--- src/rtl/erasable_ram_pkg.sv ---
// -----------------------------------------------------------------------------
// erasable_ram_pkg
// Shared types and constants for the erasable-memory SRAM sequencer:
//   - state_t     : sequencer states
//   - ADDR_W      : SRAM word address width (2048 words)
//   - DATA_W      : SRAM word width
//   - CNT_W       : width of the per-state down-counter
//   - DEF_T_*     : default strobe timing, in clock cycles
//   - RDATA_RST   : reset value of the read-data register
// -----------------------------------------------------------------------------
package erasable_ram_pkg;

    localparam int ADDR_W = 11;
    localparam int DATA_W = 16;
    localparam int CNT_W  = 8;

    localparam int DEF_T_SETUP  = 1;
    localparam int DEF_T_ACCESS = 4;
    localparam int DEF_T_WP     = 4;
    localparam int DEF_T_REC    = 1;

    localparam logic [DATA_W-1:0] RDATA_RST = 16'o0;

    typedef enum logic [2:0] {
        ST_IDLE    = 3'd0,
        ST_SETUP   = 3'd1,
        ST_READ    = 3'd2,
        ST_WPULSE  = 3'd3,
        ST_WHOLD   = 3'd4,
        ST_RECOVER = 3'd5
    } state_t;

endpackage

--- src/rtl/erasable_ram_ctrl.sv ---
// -----------------------------------------------------------------------------
// erasable_ram_ctrl
// Sequencer between the erasable-memory request side and a 2048 x 16
// asynchronous SRAM. One word read or write per req/req_ack handshake; all
// SRAM strobes, address, data and drive enable come straight from flops.
// Ports:
//   SIM_CLK, SIM_RST          : clock, asynchronous active-low reset
//   req, req_we               : request (held until req_ack), 1 = write
//   req_addr[10:0]            : word address
//   req_wdata[15:0]           : write word
//   req_ack                   : request accepted this cycle (combinational)
//   rsp_valid                 : one-cycle completion pulse (reads and writes)
//   rsp_rdata[15:0]           : last read word, held until the next read ends
//   busy                      : sequencer not idle
//   ram_E_/G_/W_/UB_/LB_      : active-low SRAM strobes
//   ram_A[15:0]               : SRAM address, upper five bits tied low
//   ram_dq_out[15:0], ram_dq_oe : write data and bus drive enable
//   ram_dq_in[15:0]           : sensed SRAM data
// -----------------------------------------------------------------------------
module erasable_ram_ctrl
    import erasable_ram_pkg::*;
#(
    parameter int T_SETUP  = DEF_T_SETUP,
    parameter int T_ACCESS = DEF_T_ACCESS,
    parameter int T_WP     = DEF_T_WP,
    parameter int T_REC    = DEF_T_REC
) (
    input  logic              SIM_CLK,
    input  logic              SIM_RST,
    input  logic              req,
    input  logic              req_we,
    input  logic [ADDR_W-1:0] req_addr,
    input  logic [DATA_W-1:0] req_wdata,
    output logic              req_ack,
    output logic              rsp_valid,
    output logic [DATA_W-1:0] rsp_rdata,
    output logic              busy,
    output logic              ram_E_,
    output logic              ram_G_,
    output logic              ram_W_,
    output logic              ram_UB_,
    output logic              ram_LB_,
    output logic [15:0]       ram_A,
    output logic [DATA_W-1:0] ram_dq_out,
    output logic              ram_dq_oe,
    input  logic [DATA_W-1:0] ram_dq_in
);

    if (T_SETUP < 1 || T_ACCESS < 1 || T_WP < 1 || T_REC < 1) begin : g_param_check
        $error("erasable_ram_ctrl: every timing parameter must be at least 1");
    end

    state_t            r_state;
    state_t            w_next_state;
    logic [CNT_W-1:0]  r_cnt;
    logic [CNT_W-1:0]  w_next_cnt;
    logic              w_ack;
    logic              w_next_we;
    logic              w_next_sel;

    logic              r_we;
    logic [ADDR_W-1:0] r_addr;
    logic [DATA_W-1:0] r_wdata;
    logic [DATA_W-1:0] r_rdata;
    logic              r_rsp_valid;
    logic              r_E_;
    logic              r_G_;
    logic              r_W_;
    logic              r_oe;

    assign w_ack     = req && (r_state == ST_IDLE);
    assign w_next_we = w_ack ? req_we : r_we;

    // Chip select is low in every state that touches the SRAM.
    assign w_next_sel = (w_next_state == ST_SETUP)  || (w_next_state == ST_READ) ||
                        (w_next_state == ST_WPULSE) || (w_next_state == ST_WHOLD);

    // NOTE: every signal driven here gets a default first so no path through
    // the case statement can leave it unassigned and infer a latch.
    always_comb begin
        w_next_state = r_state;
        w_next_cnt   = r_cnt;
        case (r_state)
            ST_IDLE: begin
                if (req) begin
                    w_next_state = ST_SETUP;
                    w_next_cnt   = CNT_W'(T_SETUP - 1);
                end
            end
            ST_SETUP: begin
                if (r_cnt == '0) begin
                    if (r_we) begin
                        w_next_state = ST_WPULSE;
                        w_next_cnt   = CNT_W'(T_WP - 1);
                    end else begin
                        w_next_state = ST_READ;
                        w_next_cnt   = CNT_W'(T_ACCESS - 1);
                    end
                end else begin
                    w_next_cnt = r_cnt - CNT_W'(1);
                end
            end
            ST_READ: begin
                if (r_cnt == '0) begin
                    w_next_state = ST_RECOVER;
                    w_next_cnt   = CNT_W'(T_REC - 1);
                end else begin
                    w_next_cnt = r_cnt - CNT_W'(1);
                end
            end
            ST_WPULSE: begin
                if (r_cnt == '0) begin
                    w_next_state = ST_WHOLD;
                    w_next_cnt   = '0;
                end else begin
                    w_next_cnt = r_cnt - CNT_W'(1);
                end
            end
            ST_WHOLD: begin
                w_next_state = ST_RECOVER;
                w_next_cnt   = CNT_W'(T_REC - 1);
            end
            ST_RECOVER: begin
                if (r_cnt == '0) begin
                    w_next_state = ST_IDLE;
                end else begin
                    w_next_cnt = r_cnt - CNT_W'(1);
                end
            end
            default: begin
                w_next_state = ST_IDLE;
                w_next_cnt   = '0;
            end
        endcase
    end

    // NOTE: sequential state uses non-blocking assignments so every flop
    // samples the pre-edge values regardless of block ordering.
    always_ff @(posedge SIM_CLK or negedge SIM_RST) begin
        if (!SIM_RST) begin
            r_state <= ST_IDLE;
            r_cnt   <= '0;
        end else begin
            r_state <= w_next_state;
            r_cnt   <= w_next_cnt;
        end
    end

    // Operands change only on the ack edge, when E_ is (and was) high, so
    // address and data are stable for the whole chip-select window.
    always_ff @(posedge SIM_CLK or negedge SIM_RST) begin
        if (!SIM_RST) begin
            r_we    <= 1'b0;
            r_addr  <= '0;
            r_wdata <= '0;
        end else if (w_ack) begin
            r_we    <= req_we;
            r_addr  <= req_addr;
            r_wdata <= req_wdata;
        end
    end

    // Strobes are registered from the next state, so each pin toggles on the
    // edge that enters its state and cannot glitch. G_ and W_ are decoded
    // from disjoint states and can never be low together; oe is only set in
    // write states, so it is never high while G_ is low.
    always_ff @(posedge SIM_CLK or negedge SIM_RST) begin
        if (!SIM_RST) begin
            r_E_        <= 1'b1;
            r_G_        <= 1'b1;
            r_W_        <= 1'b1;
            r_oe        <= 1'b0;
            r_rsp_valid <= 1'b0;
        end else begin
            r_E_        <= !w_next_sel;
            r_G_        <= (w_next_state != ST_READ);
            r_W_        <= (w_next_state != ST_WPULSE);
            r_oe        <= ((w_next_state == ST_SETUP) && w_next_we) ||
                           (w_next_state == ST_WPULSE) || (w_next_state == ST_WHOLD);
            r_rsp_valid <= (w_next_state == ST_RECOVER) && (r_state != ST_RECOVER);
        end
    end

    // Read data is sampled on the edge that closes the last G_-low cycle.
    always_ff @(posedge SIM_CLK or negedge SIM_RST) begin
        if (!SIM_RST) begin
            r_rdata <= RDATA_RST;
        end else if ((r_state == ST_READ) && (r_cnt == '0)) begin
            r_rdata <= ram_dq_in;
        end
    end

    assign req_ack    = w_ack;
    assign busy       = (r_state != ST_IDLE);
    assign rsp_valid  = r_rsp_valid;
    assign rsp_rdata  = r_rdata;
    assign ram_E_     = r_E_;
    assign ram_UB_    = r_E_;
    assign ram_LB_    = r_E_;
    assign ram_G_     = r_G_;
    assign ram_W_     = r_W_;
    assign ram_A      = {5'd0, r_addr};
    assign ram_dq_out = r_wdata;
    assign ram_dq_oe  = r_oe;

endmodule

--- config.mk ---
export PLATFORM = sky130hd
export DESIGN_NAME = erasable_ram_ctrl
export DESIGN_NICKNAME = d
export VERILOG_FILES = /design/src/rtl/erasable_ram_pkg.sv /design/src/rtl/erasable_ram_ctrl.sv
export SDC_FILE = /design/constraint.sdc
export NUM_CORES = 1
export LEC_CHECK = 0
export ABC_AREA = 1
export CAP_MARGIN = 15
export CORE_ASPECT_RATIO = 1.1
export CORE_UTILIZATION = 49
export CTS_BUF_LIST = sky130_fd_sc_hd__clkbuf_8
export DETAILED_ROUTE_END_ITERATION = 16
export PLACE_DENSITY = 0.88
export SYNTH_ARGS = -nofsm -noshare
export SYNTH_HDL_FRONTEND = slang
export SYNTH_SLANG_ARGS = --single-unit
export TNS_END_PERCENT = 50
--- constraint.sdc ---
create_clock -name SIM_CLK -period 2.7 [get_ports SIM_CLK]
set_clock_uncertainty 0.05 [all_clocks]
set_input_delay 0.27 -clock SIM_CLK [delete_from_list [all_inputs] [get_ports SIM_CLK]]
set_output_delay 0.27 -clock SIM_CLK [all_outputs]
set_load 0.02 [all_outputs]
After elaboration in Yosys (flattened, before gate mapping). Index checks and enable logic that the tools add are counted.

Register bits after elaboration: 60. Output and inout bits: 57. Word-level logic and storage cells: 55.

Add/sub/neg operators: 1. Equal/unequal tests: 15. Mux-type cells: 13. Reduce and logical (&&, ||, !) cells: 15.

Operator list (number): $mux 8 (4); $pmux 8 s4 (1); $pmux 3 s6 (1); $mux 3 (5); $eq 3x2->1 const B (4); $eq 3x3->1 const B (4); $logic_not 8->1 (1); $sub 8x1->8 const B (1); $eq 3x1->1 const B (2); $ne 3x2->1 const B (2); $logic_or 1x1->1 (5); $logic_and 1x1->1 (4); $ne 2x2->1 const B (2); $logic_not 3->1 (1); $ne 3x3->1 const B (1); $reduce_bool 3->1 (1); $mux 1 (2); $reduce_and 2->1 (1); $reduce_or 2->1 (1); $logic_not 1->1 (1).

Logic depth before layout (Yosys ltp). Gate-level depths: netlist of the first run.

Depth in word-level cells: 8. Gate-level depth with buffers: 11. Gate-level depth less buffers: 11.

Least setup slack after synthesis of the first run. No wires, ideal clock.

Path kind: flip-flop to flip-flop. From: register r_cnt[0]. To: register r_rdata[0] (netlist: rsp_rdata[0]). Setup time: 0.117 ns. Data arrival time: 1.429 ns. Data required time: 2.533 ns. Slack: 1.103 ns. Cell stages (with the launch flop): 11. Path buffers: 1. Period minus slack after synthesis: 1.597 ns. Cell sequence: dfrtp_1 > inv_1 > ha_1 > nand3_2 > nor2_8 > nand2_4 > nor2_8 > inv_2 > buf_6 > nand2_1 > nand2_1.

Longest elaborated chain between the ends: 2.

RTL lines: start: declaration (RTL line erasable_ram_ctrl.sv:55) `logic [CNT_W-1:0] r_cnt;`; start signal: assignment (RTL line erasable_ram_ctrl.sv:145) `r_cnt <= w_next_cnt;`; $logic_not 8->1 (RTL line erasable_ram_ctrl.sv:188) `end else if ((r_state == ST_READ) && (r_cnt == '0)) begin`; $logic_and 1x1->1 (RTL line erasable_ram_ctrl.sv:188); end signal: assignment (RTL line erasable_ram_ctrl.sv:189) `r_rdata <= ram_dq_in;`; end: declaration (RTL line erasable_ram_ctrl.sv:64) `logic [DATA_W-1:0] r_rdata;`.

Every way passes these cells. A chain may end at the register's enable or synchronous reset.

Worst setup path in the final report of the first run.
From: register r_state[0]. To: output req_ack.

Longest elaborated chain between the ends: 2.

RTL lines: start: declaration (RTL line erasable_ram_ctrl.sv:53) `state_t r_state;`; start signal: assignment (RTL line erasable_ram_ctrl.sv:144) `r_state <= w_next_state;`; $logic_not 3->1 (RTL line erasable_ram_ctrl.sv:71) `assign w_ack = req && (r_state == ST_IDLE);`; $logic_and 1x1->1 (RTL line erasable_ram_ctrl.sv:71); end: declaration (RTL line erasable_ram_ctrl.sv:34) `output logic req_ack,`.

Every way passes these cells.

==> flow_summary_export.csv, run 1 <==
group,metric,value,unit
placed_design,gp_congestion,0.7938,
setup_path,critPathSlowestCell,"clkdlybuf4s50_1",
setup_path,ff2ff_path_depth,9,
power,p_leak,1.918,nW
setup_path,critPathRequiredTime,2380,ps
yosys,synthAdderAreaFrac,0.009368,
power,internal-power,1.356,mW
finish,fillers,373,
clocking,clock_path_buffers,2,
floorplanning,die_h,79.44,µm
setup_path,reg2reg_to,"rsp_rdata[1]$_DFFE_PN0P_",
floorplanning,design.die.area,5751,µm²
yosys,synth_ff_type,"dfrtp_1",
floorplanning,core-area,5135,µm²
setup_path,crit_path_max_incr_delay,660,ps
placed_design,dp_hpwl,4.357,mm
clocking,clkLatencyLatePin,330,ps
floorplanning,io_pins,104,
yosys,yosysTopAreaCellShare,0.5340,
finish,layout-drive-gt1-share,0.08451,
route,routed_wl,6.204,mm
setup_path,r2r_start,"r_cnt[0]$_DFFE_PN0P_",
setup_path,regToRegSetupSlack,820,ps
route,drc_errors,0,
setup_path,path_class,"flop to output pin",
timing,rsz0062_at_grt,"false",
min_path,hp-class,"primary input to asynchronous set/reset pin",
yosys,synth-xor-area-share,0,
floorplanning,start_util,0.5202,
finish,regArea,1505,µm²
route,drt-wirelength-per-cell,12.46,µm
yosys,async_flop_share,1.000,
setup_path,crit_chain,"nor2_1 > nand3_1 > inv_4 > clkdlybuf4s50_1",
route,vias,2340,
yosys,ys.warnings.count,0,
yosys,ys_types,26,
yosys,synth-edff-count,0,
clocking,cts.clk_slew.worst_paths,60,ps
power,comb_power_share,0.054,
grt,grt_max_degree,43,
timing,slew_headroom,0.6572,
route,vias_per_cell,4.699,
yosys,synthMuxAreaShare,0,
grt,grt_overflow,0,
power,seq_power_share,0.526,
yosys,synth_seq_cells,60,
timing,hold_viol,0,
clocking,cts_made_buffers,9,
clocking,cts.sinks,60,
floorplanning,die_w,72.40,µm
power,power.density,444.1,nW/µm²
power,p_clk_frac,0.420,
status,status,"complete, no violations",
setup_path,end_kind,"output pin",
timing,holdWs,357.7,ps
power,ir_worst_vdd,0.0003525,V
setup_path,critical_path.startpoint_type,"flop",
timing,period_share,0.8876,
setup_path,cp-endpoint,"req_ack",
setup_path,crit_arrival,2080,ps
timing,setup_viol,0,
yosys,yosysSeqAreaShare,0.5635,
timing,tightest_slew,514.3,ps
timing,final.setup.tns,0,ps
job,maxCapViolations,0,
clocking,cts_tree,"built",
yosys,syn_area,2671,µm²
clocking,cts_resized,0,
yosys,synth_compound_area_frac,0.02763,
yosys,yosysTopAreaCell,"dfrtp_1",
yosys,synthSimpleGateAreaFrac,0.3171,
clocking,ctsRootBufferMaster,"clkbuf_8",
grt,grt_use_total,0.2289,
clocking,cts.htree.levels,3,
timing,finalMaxSlewViolations,0,
yosys,synth_cells,320,
yosys,synth_area_leaders,"dfrtp_1, nand2_1, inv_1",
power,swShare,0.2072,
yosys,synth_top_family_by_area,"simple AND/OR/NAND/NOR gates",
setup_path,critPathMaxFanout,28,
yosys,syn_area_per_cell,8.348,µm²
timing,clock.fmax,417.3,MHz
timing,period_minus_slack,2397,ps
grt,grt_pass1_wl,9.942,mm
placed_design,port_buffers,98,
setup_path,setup.worst_path.start,"r_state[0]$_DFF_PN0_",
finish,multi_input_area,964.7,µm²
power,power.switching,0.3545,mW
finish,syn_to_final_growth,44.22,%
route,drtIter0Drc,163,
grt,grt_pass1_vias,2252,
finish,diodes,0,
route,dr.pass1.iters,4,
route,antenna_left,0,
finish,nets,470,
grt,antenna_found_initial,0,
floorplanning,rows,27,
cell type report:
type	instances	share of cell area
clock inverter	4	0.004872
multi-input combinational	221	0.2504
sequential	60	0.3907
inverter	28	0.02793
tap	72	0.02338
timing repair buffer	101	0.2598
clock buffer	12	0.04287
cell usage after synthesis, types with 3 or more instances:
cell type and n:
a21oi_1 4, buf_2 3, buf_4 11, dfrtp_1 57
dfstp_2 3, inv_1 23, inv_2 4, nand2_1 155
nand2_2 3, nand3_1 12, nor2_1 18, o21ai_0 7
stage by stage:
step / power, mW / util / worst slack [ps] / cell area (µm²) / instances
4_1_cts: 1.736 / 0.7502 / 272.0 / 3852 / 498
2_1_floorplan: 0.9275 / - / 1104 / 2686 / 324
3_5_place_dp: 1.007 / 0.7125 / 532.7 / 3659 / 481
5_1_grt: 1.778 / 0.7502 / 184.2 / 3852 / 498
6_report: 1.711 / 0.7502 / 303.4 / 3852 / 498
3_3_place_gp: 1.008 / 0.7125 / 573.8 / 3659 / 481
layout by cell type (no fill, tap or decap), drive strengths merged:
master,synthesis,final
nand2,160,160
clkdlybuf4s50,0,97
dfrtp,57,57
inv,28,31
nor2,23,23
nand3,13,13
clkbuf,0,12
o21ai,9,9
conb,1,5
a21oi,5,5
dfstp,3,3
buf,15,3
nor3,2,2
ha,2,2
nand4,1,1
nor4,1,1
clkinvlp,0,1
dlygate4sd3,0,1
state kept, by name, indices dropped and copies added (netlist names):
register / cells
r_we: 1
rsp_rdata: 16
rsp_valid: 1
ram_dq_out: 16
ram_E_: 1
ram_W_: 1
r_addr: 11
ram_dq_oe: 1
r_cnt: 8
ram_G_: 1
r_state: 3
cell families after synthesis:
family,Yosys count
AOI/OAI and AO/OA,14
adders and majority gates,2
buffers and inverters,43
DFF,60
other,1
and+or+nand+nor,200
worst min-delay path by stage:
stage / to / slack, ps / cells past startpoint
floorplan: r_addr[0]$_DFFE_PN0P_ / -80 / 0
global placement: r_state[2]$_DFF_PN0_ / 170 / 1
detailed placement: r_state[2]$_DFF_PN0_ / 180 / 1
CTS: ram_dq_oe$_DFF_PN0_ / 350 / 2
global route: ram_dq_oe$_DFF_PN0_ / 410 / 2
finish: ram_dq_oe$_DFF_PN0_ / 360 / 2
power by group through the flow:
| stage | combinational [mW] | sequential, mW | clock (mW) |
|---|---|---|---|
| floorplan | 0.0116 | 0.916 | 0 |
| global placement | 0.0922 | 0.916 | 0 |
| detailed placement | 0.0916 | 0.916 | 0 |
| CTS | 0.0935 | 0.899 | 0.743 |
| global route | 0.0996 | 0.899 | 0.780 |
| finish | 0.0921 | 0.899 | 0.719 |
timing repair:
action	CTS	global route
hold endpoints to repair	15	0
endpoints found under the setup margin	0	0
buffers inserted	0	0
hold buffers	1	0
per-layer routing:
layer | up-vias | track usage | wire length (µm)
li1 | 1154 | - | -
met1 | 1085 | 0.2726 | 2526
met2 | 89 | 0.3897 | 3177
met3 | 12 | 0.04419 | 347
met4 | 0 | 0.1216 | 153
met5 | - | 0 | 0
worst max-delay path: cells and delay by family (launching register included):
kind	cells	cell delay, ps
DFF	1	500
and+or+nand+nor	2	330
buffers and inverters	2	920
(Power assumes the default switching activity.)
==> inputs of run 2 (changes only) <==
Settings changed: CORE_UTILIZATION 49 to 41, GPL_TIMING_DRIVEN from default to 0, PLACE_DENSITY 0.88 to 0.79.
Clock period 2.7 ns to 2.2 ns, I/O delays scaled along.
==> run 2 against run 1 <==
Effect of this change:
- cell area is 3.6% higher
- power is 28% higher
- clock-buffer cell count is 2 lower
- combinational power is 32% higher
- sequential share of layout area is 1.4 points lower
- critical path type unchanged
- die area is 19% higher
==> flow_summary_export.csv, run 2 (synthesized netlist as in run 1, its figures left out) <==
group,metric,value,unit
clocking,cts.htree.levels,3,
clocking,cts_made_buffers,9,
clocking,post_cts_buffers,0,
route,drt-wirelength-per-cell,11.90,µm
placed_design,dp_hpwl,4.659,mm
timing,rsz0062_at_grt,"false",
route,dr.pass1.iters,4,
power,power.density,547.3,nW/µm²
setup_path,crit_buf_inv,5,
timing,tightest_slew,565.4,ps
setup_path,regToRegSetupSlack,380,ps
timing,period_minus_slack,1997,ps
power,power.switching,0.4571,mW
setup_path,critical_path.startpoint_type,"flop",
finish,nets,484,
setup_path,critPathSlowestCell,"dfrtp_1",
route,antenna_left,0,
timing,period_share,0.9076,
timing,setup_viol,0,
power,seq_power_share,0.505,
route,drtIter0Drc,89,
finish,finalCoreUtilization,0.6406,
setup_path,crit_path_max_incr_delay,360,ps
route,vias,2359,
clocking,cts_tree,"built",
setup_path,reg2reg_to,"rsp_rdata[14]$_DFFE_PN0P_",
clocking,clkLatencyLatePin,330,ps
setup_path,end_kind,"output pin",
grt,grt_pass1_wl,10.25,mm
finish,layout_common_cells,"nand2_1, clkdlybuf4s50_1, dfrtp_1, inv_1, nor2_1",
grt,antenna_found_initial,0,
finish,fillers,532,
clocking,cts.sinks,60,
timing,hold_viol,0,
finish,layout-drive-gt1-share,0.1227,
route,vias_per_cell,4.537,
finish,syn_to_final_growth,49.41,%
floorplanning,rows,30,
setup_path,path_class,"flop to output pin",
min_path,hp-class,"primary input to asynchronous set/reset pin",
grt,grt_use_total,0.1946,
floorplanning,die_w,78.96,µm
floorplanning,core-area,6231,µm²
power,power,2.184,mW
route,routed_wl,6.188,mm
grt,grt_overflow,0,
grt,grt_pass1_vias,2367,
timing,clock.fmax,500.8,MHz
power,swShare,0.2092,
placed_design,gp_congestion,0.8588,
setup_path,critPathMaxFanout,10,
clocking,ctsRootBufferMaster,"clkbuf_8",
finish,regArea,1505,µm²
timing,finalMaxSlewViolations,0,
setup_path,critPathRequiredTime,1930,ps
power,ir_worst_vdd,0.0003303,V
finish,fin_cells,520,
setup_path,r2r_start,"r_cnt[0]$_DFFE_PN0P_",
timing,slew_headroom,0.6231,
floorplanning,die_h,86.66,µm
floorplanning,io_pins,104,
clocking,clock_path_buffers,2,
power,p_clk_frac,0.439,
placed_design,port_buffers,98,
floorplanning,start_util,0.4287,
finish,diodes,0,
job,maxCapViolations,0,
setup_path,crit_family,"buffers and inverters",
floorplanning,design.die.area,6842,µm²
placed_design,dp_cells,503,
power,p_leak,2.000,nW
grt,grt_max_degree,37,
setup_path,crit_chain,"buf_4 > nor2_2 > nand3_2 > buf_4 > inv_4 > buf_4 > buf_2",
status,status,"complete, no violations",
setup_path,crit_arrival,1730,ps
setup_path,worst_path_most_repeated_cell,"buf_4",
setup_path,ff2ff_path_depth,10,
clocking,cts.clk_slew.worst_paths,70,ps
route,drc_errors,0,
power,comb_power_share,0.056,
power,internal-power,1.727,mW
finish,final_common_cell,"nand2_1",
finish,multi_input_area,972.2,µm²
run 2: how the worst max path moves through the flow:
stage / from / end / slack (ps) / cells after the start
final: r_state[0]$_DFF_PN0_ / req_ack / 200 / 7
after global routing: r_state[0]$_DFF_PN0_ / req_ack / 90 / 7
after CTS: r_state[0]$_DFF_PN0_ / req_ack / 4 / 7
after detailed placement: req / req_ack / -50 / 6
after global placement: SIM_RST / r_addr[8]$_DFFE_PN0P_ / -1070 / 1
after floorplan: r_cnt[0]$_DFFE_PN0P_ / rsp_rdata[0]$_DFFE_PN0P_ / 600 / 10
run 2: metrics by stage:
stage | setup slack (ps) | TNS, ps | hold WS [ps] | area, µm²
after floorplan | 603.5 | 0 | -125.6 | 2686
after global placement | -1066 | -61840 | 405.0 | 3767
after detailed placement | -45.39 | -45.39 | 202.7 | 3782
after CTS | 4.265 | 0 | 357.4 | 3988
after global routing | 91.31 | 0 | 367.3 | 3991
final | 203.3 | 0 | 368.8 | 3991
run 2: power groups by stage:
| stage | clock (mW) | combinational (mW) | sequential (mW) |
|---|---|---|---|
| after floorplan | 0 | 0.0142 | 1.12 |
| after global placement | 0 | 0.118 | 1.12 |
| after detailed placement | 0 | 0.122 | 1.12 |
| after CTS | 0.987 | 0.124 | 1.10 |
| after global routing | 1.04 | 0.133 | 1.10 |
| final | 0.959 | 0.122 | 1.10 |
run 2: final cells by class:
class,count,share of cell area
sequential,60,0.3771
timing repair buffer,100,0.2508
multi-input combinational,221,0.2436
clock buffer,10,0.03448
buffer,15,0.02790
inverter,28,0.02696
tap,80,0.02508
clock inverter,6,0.01411
run 2: worst register-to-register path, cell delays in order (launching register included):
cell,delay (ps)
dfrtp_1,380
inv_1,110
ha_1,210
nand3_2,140
nor2_8,190
nand2_4,90
nor2_8,170
inv_2,110
buf_6,150
nand2_1,70
nand2_1,50
run 2: layer usage:
layer,share of wire,global-route usage,up-vias,wire length (µm)
met1,0.43,0.2276,1075,2633
li1,-,-,1188,-
met5,0,0,-,0
met4,0.031,0.1058,0,190
met3,0.056,0.05053,17,344
met2,0.49,0.3260,79,3019
run 2: repair_timing:
item	CTS	global route
hold endpoints to repair	21	0
gates resized for setup	3	5
setup endpoints to repair	1	1
hold buffers	1	0
